--- config.mk ---
export PLATFORM = sky130hd
export DESIGN_NAME = alu_seq_core
export DESIGN_NICKNAME = d
export VERILOG_FILES = /design/src/rtl/alu_pkg.sv /design/src/rtl/alu_mul_iter.sv /design/src/rtl/alu_seq_core.sv
export SDC_FILE = /design/constraint.sdc
export NUM_CORES = 1
export LEC_CHECK = 0
export CAP_MARGIN = 20
export CORE_MARGIN = 8
export CORE_UTILIZATION = 28
export DETAILED_ROUTE_END_ITERATION = 8
export GPL_ROUTABILITY_DRIVEN = 0
export PLACE_DENSITY = 0.45
export SYNTH_ARGS = -nofsm -noshare
export SYNTH_HDL_FRONTEND = slang
export SYNTH_SLANG_ARGS = --single-unit
export TNS_END_PERCENT = 5
--- constraint.sdc ---
create_clock -name clk -period 7.3 [get_ports clk]
set_clock_uncertainty 0.1 [all_clocks]
set_input_delay 1.095 -clock clk [delete_from_list [all_inputs] [get_ports clk]]
set_output_delay 1.095 -clock clk [all_outputs]
set_load 0.03 [all_outputs]
--- src/rtl/alu_pkg.sv ---
// Shared definitions for the sequential ALU: opcode encodings, opcode width
// and the control FSM state encoding.
package alu_pkg;

  localparam int unsigned OP_W = 4;

  localparam logic [OP_W-1:0] OP_ADD  = 4'd0;
  localparam logic [OP_W-1:0] OP_SUB  = 4'd1;
  localparam logic [OP_W-1:0] OP_AND  = 4'd2;
  localparam logic [OP_W-1:0] OP_OR   = 4'd3;
  localparam logic [OP_W-1:0] OP_XOR  = 4'd4;
  localparam logic [OP_W-1:0] OP_NOT  = 4'd5;
  localparam logic [OP_W-1:0] OP_SHL  = 4'd6;
  localparam logic [OP_W-1:0] OP_SHR  = 4'd7;
  localparam logic [OP_W-1:0] OP_MUL  = 4'd8;
  localparam logic [OP_W-1:0] OP_MOVA = 4'd9;
  localparam logic [OP_W-1:0] OP_MOVB = 4'd10;

  typedef enum logic [1:0] {
    IDLE  = 2'd0,
    MBUSY = 2'd1,
    DONE  = 2'd2
  } state_e;

endpackage

--- src/rtl/alu_mul_iter.sv ---
// Iterative unsigned shift-add multiplier, one partial product per cycle.
// Ports:
//   clk, rst_n   clock, asynchronous active-low reset
//   start        load operands (ignored while busy)
//   a, b         multiplicand / multiplier, WIDTH bits
//   busy         iteration in progress
//   done         high during the final iteration cycle; prod is valid then
//   prod         2*WIDTH-bit product (combinational, includes the current step)
module alu_mul_iter #(
  parameter int unsigned WIDTH = 32
) (
  input  logic               clk,
  input  logic               rst_n,
  input  logic               start,
  input  logic [WIDTH-1:0]   a,
  input  logic [WIDTH-1:0]   b,
  output logic               busy,
  output logic               done,
  output logic [2*WIDTH-1:0] prod
);

  localparam int unsigned CNT_W = $clog2(WIDTH);
  localparam logic [CNT_W-1:0] LAST = CNT_W'(WIDTH - 1);

  logic [2*WIDTH-1:0] mcand_q;
  logic [WIDTH-1:0]   mplier_q;
  logic [2*WIDTH-1:0] acc_q;
  logic [CNT_W-1:0]   cnt_q;
  logic               busy_q;
  logic [2*WIDTH-1:0] addend;

  assign addend = mplier_q[0] ? mcand_q : '0;
  // The product including this cycle's step lets the caller capture the
  // result on the very edge that retires the last iteration.
  assign prod   = acc_q + addend;
  assign busy   = busy_q;
  assign done   = busy_q & (cnt_q == LAST);

  always_ff @(posedge clk or negedge rst_n) begin
    if (!rst_n) begin
      mcand_q  <= '0;
      mplier_q <= '0;
      acc_q    <= '0;
      cnt_q    <= '0;
      busy_q   <= 1'b0;
    end else if (start && !busy_q) begin
      mcand_q  <= {{WIDTH{1'b0}}, a};
      mplier_q <= b;
      acc_q    <= '0;
      cnt_q    <= '0;
      busy_q   <= 1'b1;
    end else if (busy_q) begin
      acc_q    <= prod;
      mcand_q  <= mcand_q << 1;
      mplier_q <= mplier_q >> 1;
      cnt_q    <= cnt_q + 1'b1;
      if (cnt_q == LAST) begin
        busy_q <= 1'b0;
      end
    end
  end

endmodule

--- src/rtl/alu_seq_core.sv ---
// Handshaked ALU: single-cycle logic/arith/shift ops, WIDTH-cycle iterative MUL.
// Ports:
//   clk, rst_n            clock, asynchronous active-low reset
//   in_valid / in_ready   issue handshake; a, b, op captured on accept
//   out_valid / out_ready writeback handshake; y, carry, zero, err held until taken
module alu_seq_core
  import alu_pkg::*;
#(
  parameter  int unsigned WIDTH = 32,
  localparam int unsigned SH_W  = $clog2(WIDTH)
) (
  input  logic             clk,
  input  logic             rst_n,
  input  logic             in_valid,
  output logic             in_ready,
  input  logic [WIDTH-1:0] a,
  input  logic [WIDTH-1:0] b,
  input  logic [OP_W-1:0]  op,
  output logic             out_valid,
  input  logic             out_ready,
  output logic [WIDTH-1:0] y,
  output logic             carry,
  output logic             zero,
  output logic             err
);

  state_e             state_q;
  logic [WIDTH-1:0]   y_q;
  logic               carry_q;
  logic               zero_q;
  logic               err_q;
  logic               out_valid_q;

  logic               accept;
  logic               mul_start;
  logic               mul_busy;
  logic               mul_done;
  logic [2*WIDTH-1:0] mul_prod;

  logic [SH_W-1:0]    sh;
  logic [WIDTH:0]     add_w;
  logic [WIDTH:0]     shl_w;
  logic [WIDTH:0]     shr_w;
  logic [WIDTH-1:0]   alu_y;
  logic               alu_c;
  logic               alu_err;

  // mul_busy is redundant with the state check; it keeps a stray issue out of
  // the multiplier should the two ever disagree.
  assign in_ready  = ((state_q == IDLE) | ((state_q == DONE) & out_ready)) & ~mul_busy;
  assign accept    = in_valid & in_ready;
  assign mul_start = accept & (op == OP_MUL);

  assign out_valid = out_valid_q;
  assign y         = y_q;
  assign carry     = carry_q;
  assign zero      = zero_q;
  assign err       = err_q;

  alu_mul_iter #(
    .WIDTH(WIDTH)
  ) u_mul (
    .clk  (clk),
    .rst_n(rst_n),
    .start(mul_start),
    .a    (a),
    .b    (b),
    .busy (mul_busy),
    .done (mul_done),
    .prod (mul_prod)
  );

  // Shifts are done one bit wider so the extra bit is the last bit shifted
  // out, and naturally 0 for a zero shift amount.
  assign sh    = b[SH_W-1:0];
  assign add_w = {1'b0, a} + {1'b0, b};
  assign shl_w = {1'b0, a} << sh;
  assign shr_w = {a, 1'b0} >> sh;

  always_comb begin
    alu_y   = '0;
    alu_c   = 1'b0;
    alu_err = 1'b0;
    case (op)
      OP_ADD: begin
        alu_y = add_w[WIDTH-1:0];
        alu_c = add_w[WIDTH];
      end
      OP_SUB: begin
        alu_y = a - b;
        alu_c = (a < b);
      end
      OP_AND:  alu_y = a & b;
      OP_OR:   alu_y = a | b;
      OP_XOR:  alu_y = a ^ b;
      OP_NOT:  alu_y = ~a;
      OP_SHL: begin
        alu_y = shl_w[WIDTH-1:0];
        alu_c = shl_w[WIDTH];
      end
      OP_SHR: begin
        alu_y = shr_w[WIDTH:1];
        alu_c = shr_w[0];
      end
      OP_MUL:  alu_y = '0;  // result comes from u_mul
      OP_MOVA: alu_y = a;
      OP_MOVB: alu_y = b;
      default: alu_err = 1'b1;
    endcase
  end

  // Control FSM with registered results; outputs change only on entry to DONE.
  always_ff @(posedge clk or negedge rst_n) begin
    if (!rst_n) begin
      state_q     <= IDLE;
      y_q         <= '0;
      carry_q     <= 1'b0;
      zero_q      <= 1'b0;
      err_q       <= 1'b0;
      out_valid_q <= 1'b0;
    end else if (accept) begin
      if (op == OP_MUL) begin
        state_q     <= MBUSY;
        out_valid_q <= 1'b0;
      end else begin
        state_q     <= DONE;
        out_valid_q <= 1'b1;
        y_q         <= alu_y;
        carry_q     <= alu_c;
        zero_q      <= (alu_y == '0);
        err_q       <= alu_err;
      end
    end else begin
      unique case (state_q)
        MBUSY: begin
          if (mul_done) begin
            state_q     <= DONE;
            out_valid_q <= 1'b1;
            y_q         <= mul_prod[WIDTH-1:0];
            carry_q     <= |mul_prod[2*WIDTH-1:WIDTH];
            zero_q      <= (mul_prod[WIDTH-1:0] == '0);
            err_q       <= 1'b0;
          end
        end
        DONE: begin
          if (out_ready) begin
            state_q     <= IDLE;
            out_valid_q <= 1'b0;
          end
        end
        default: ;
      endcase
    end
  end

endmodule

==> summary.txt <==
Die
  • I/O pin count: 109
  • Initial core utilization: approximately 28%
  • Die height: between 300 and 400 um
  • Die Span X: 303 um
  • Core area: approximately 80000 um^2
  • Row cnt: approximately 110
  • Die Area: 91500 um^2

Detailed routing
  • Antenna Nets Post-Route: 0
  • Routed wire per std cell: about 27 um
  • Routed wire length: between 100000 and 150000 um
  • DR vias: between 20000 and 25000
  • Detailed Route Iter0 Violations: 2926
  • First-pass DRT Iterations: 9
  • Vias/cell: 5.97
  • Remaining DRCs: 0

Critical path
  • Crit. End Element: register
  • Worst setup SP type: input port
  • WP data arrival: 6.38 ns
  • Most common cell on crit path: nor4_1
  • Largest stage delay, worst path: ~1.0 ns
  • Worst Path Required: about 8 ns
  • CP max FO: 12
  • Kind of critical path: input port to register
  • Worst-path cell chain: clkdlybuf4s50_1, inv_1, ha_1, inv_1, nand3_1, nor4_1, o31a_1, nand2b_1, o221a_2, o21ai_0, nor4_1, nand4_1, nor4_1, a21o_1
  • Crit-path slowest cell: clkdlybuf4s50_1

Placed design
  • Number of placed instances, taps included: 4114
  • Final HPWL DP: 87800 um
  • I/O Buffers: approximately 110

Clock tree
  • Clock Tree Buf Depth: 3
  • CTS sink count: ~200
  • Clk pin slew, worst setup/hold paths: ~0.060 ns
  • Cts repair resizes: 0
  • CTS Buf Count: 29
  • TritonCTS clock tree: built
  • Clk_lat worst skew: around 0.63 ns
  • Post-CTS setup buffer count: 0
  • H-tree depth: 1
  • Hold Buf Count CTS: 0
  • Root Buffer: clkbuf_16

Cells and area
  • Fill cell count: between 8000 and 9000
  • Non-filler instance count after layout: between 4000 and 5000
  • Nets@finish: roughly 3300
  • Synth-to-Final Area Change: 14.2%
  • Layout cell share with drive strength beyond 1: about 8%

Timing
  • Final setup TNS: 0 ns
  • Slew Limit Fails: 0
  • F_max: 169 MHz
  • Fin. Hold Viols: 0
  • Actual slew at the worst max-slew pin: roughly 1.1 ns
  • Final period utilization: between 80% and 90%
  • Final-report setup violation count: 0
  • Relative slew slack: around a quarter
  • RSZ-0062 raised after global routing: no
  • Final min period: between 5 and 6 ns

Synth
  • Synth Register Bits: roughly 200
  • Top post-synthesis cells by area: dfrtp_1 22%, ha_1 9.3%, nand2_1 8.4%
  • Simple-Gate Fraction of Synth Area: 22.9%
  • Async set-or-reset flop fraction in the synthesized netlist: 100%
  • Syn_area_per_cell: ~7.5 um^2
  • Synth Cell Area: between 20000 and 25000 um^2
  • Number of synthesized flops with an enable pin: 0
  • Main synth FF type: dfrtp_1
  • Post-synthesis xor/xnor area fraction: 3.16%
  • Compound-Gate Fraction of Synth Area: 28.5%
  • Synth Area in Adders: under 10%
  • Leading cell type by number of instances after synthesis: nand2_1
  • Yosys warnings: 0
  • Share of the yosys chip area belonging to registers: 22.1%
  • Mux cell area share after synthesis: under 10%
  • Count of different cell masters after synthesis: 92
  • Share of the synthesized area in the top cell type: between 20 and 25%
  • Synth top cells by count: 515 x nand2_1, 267 x o21ai_0, 213 x a21oi_1
  • Area leader, netlist: dfrtp_1
  • Main combinational cell family by area after synthesis: compound AO/OA/AOI/OAI gates
  • Mapped Nets: 3327
  • Cells after synthesis: between 3000 and 4000

Power
  • Peak VDD IR: 0.000201 V
  • Net Sw Frac: 45.8%
  • Gate power share: 46.1%
  • Internal: between 0.003 and 0.004 W
  • Clock share of power: between 20% and 30%
  • Leakage power: 11.1 nW
  • Sequential Power Share: between 20% and 30%
  • Psw: slightly above 0.003 W
  • Power per Cell Area: ~250 nW/um^2

Run status
  • Status: finished, final reports clean

Global route
  • GR Util All Layers: 23.9%
  • Initial antenna violation count: 9
  • First-pass GRT wire length: around 170000 um
  • Grt ovf: 0
  • Largest net degree at the start of global routing: ~110
  • Vias in the first global route: approximately 24000

Flow run
  • Max_cap viols: 0

Worst hold path
  • HP Class: register to register
path summary, 6_finish.rpt:
path                                                startpoint                             end  slack [ns]  depth (start not counted)
worst min register to register  u_mul.mplier_q[23]$_DFFE_PN0P_  u_mul.mplier_q[23]$_DFFE_PN0P_        0.38                          2
worst max register to register   u_mul.mplier_q[0]$_DFFE_PN0P_               carry$_DFFE_PN0P_        1.82                         14
worst max-delay path                                     a[10]                zero$_DFFE_PN0P_        1.40                         14
min in group asynchronous                                rst_n    u_mul.mcand_q[1]$_DFFE_PN0P_        0.43                          1
max in group asynchronous                                rst_n            u_mul.busy$_DFF_PN0_        5.45                          2
worst min-delay path            u_mul.mplier_q[23]$_DFFE_PN0P_  u_mul.mplier_q[23]$_DFFE_PN0P_        0.38                          2
sequential cells by signal, indices dropped and copies added, names as in the netlist, 2 cells and up:
register and cells:
u_mul.cnt_q 5, u_mul.mplier_q 32, u_mul.mcand_q 64, y 32, u_mul.acc_q 64, state_q 2
power groups by stage:
stage | Sequential, W | Clock [W] | Combinational, W
6_report | 0.00190 | 0.00166 | 0.00305
3_5_place_dp | 0.00191 | 0 | 0.00301
3_3_place_gp | 0.00191 | 0 | 0.00303
2_1_floorplan | 0.00189 | 0 | 0.00182
4_1_cts | 0.00190 | 0.00172 | 0.00302
5_1_grt | 0.00196 | 0.00174 | 0.00331
routing by layer:
layer  vias up  global-route usage [%]  wire, um
li1      11300                       -         -
met1     12000                    31.6     47900
met2      1254                    37.0     49400
met3       364                    4.09      8900
met4        14                    12.5      7350
met5         -                       0        91
logic make-up (layout without fill, tap and decap cells):
family | Yosys count | count (layout)
xor gates and xnor gates | 83 | 83
muxes | 136 | 136
buffers and inverters | 347 | 365
and+or+nand+nor | 1133 | 1133
DFF | 203 | 203
other | 0 | 2
AOI/OAI and AO/OA | 1005 | 1005
adders and majority gates | 174 | 174
metrics by stage:
| stage | setup slack (ns) | util, % | total power [W] | hold WS [ns] | area, um^2 |
|---|---|---|---|---|---|
| after floorplan | 2.24 | - | 0.00371 | 0.346 | 23000 |
| after global placement | 1.03 | 30.8 | 0.00494 | 0.362 | 25100 |
| after detailed placement | 1.03 | 30.8 | 0.00492 | 0.363 | 25100 |
| after CTS | 1.70 | 32.1 | 0.00664 | 0.377 | 26200 |
| after global routing | 1.30 | 32.1 | 0.00701 | 0.388 | 26200 |
| final | 1.40 | 32.1 | 0.00661 | 0.378 | 26300 |
critical path, delay by kind of cell:
family / cells / cell delay [ns]
AND/OR/NAND/NOR: 6 / 2.48
buffers and inverters: 3 / 1.39
adder cells (fa/ha/maj): 1 / 0.45
AO/OA/AOI/OAI: 4 / 0.94
area by class of cell:
cell class	instances	area (um^2)	area share (%)
clock inverters	15	274	1.04
clock buffers	39	823	3.14
inverters	117	439	1.67
flip-flops and latches	203	5080	19.4
diodes	2	5.00	0.0191
well taps	1070	1340	5.10
multi-input cells	2531	16600	63.1
repair buffers	194	1710	6.53
layout by cell type, fill, tap and decap left out, drive strengths merged, types with 33 or more instances in the layout:
cell,Yosys,routed
a21o,33,33
a21oi,214,214
and2,83,83
nand4,44,44
buf,56,92
o21ai,269,269
mux2i,77,77
inv,114,115
o22ai,62,62
nor2,206,206
clkbuf,174,40
nand3,55,55
a211oi,47,47
xnor2,52,52
ha,171,171
clkdlybuf4s50,0,101
nor3,58,58
nand2,515,515
a22oi,91,91
dfrtp,203,203
(Power assumes the default switching activity.)
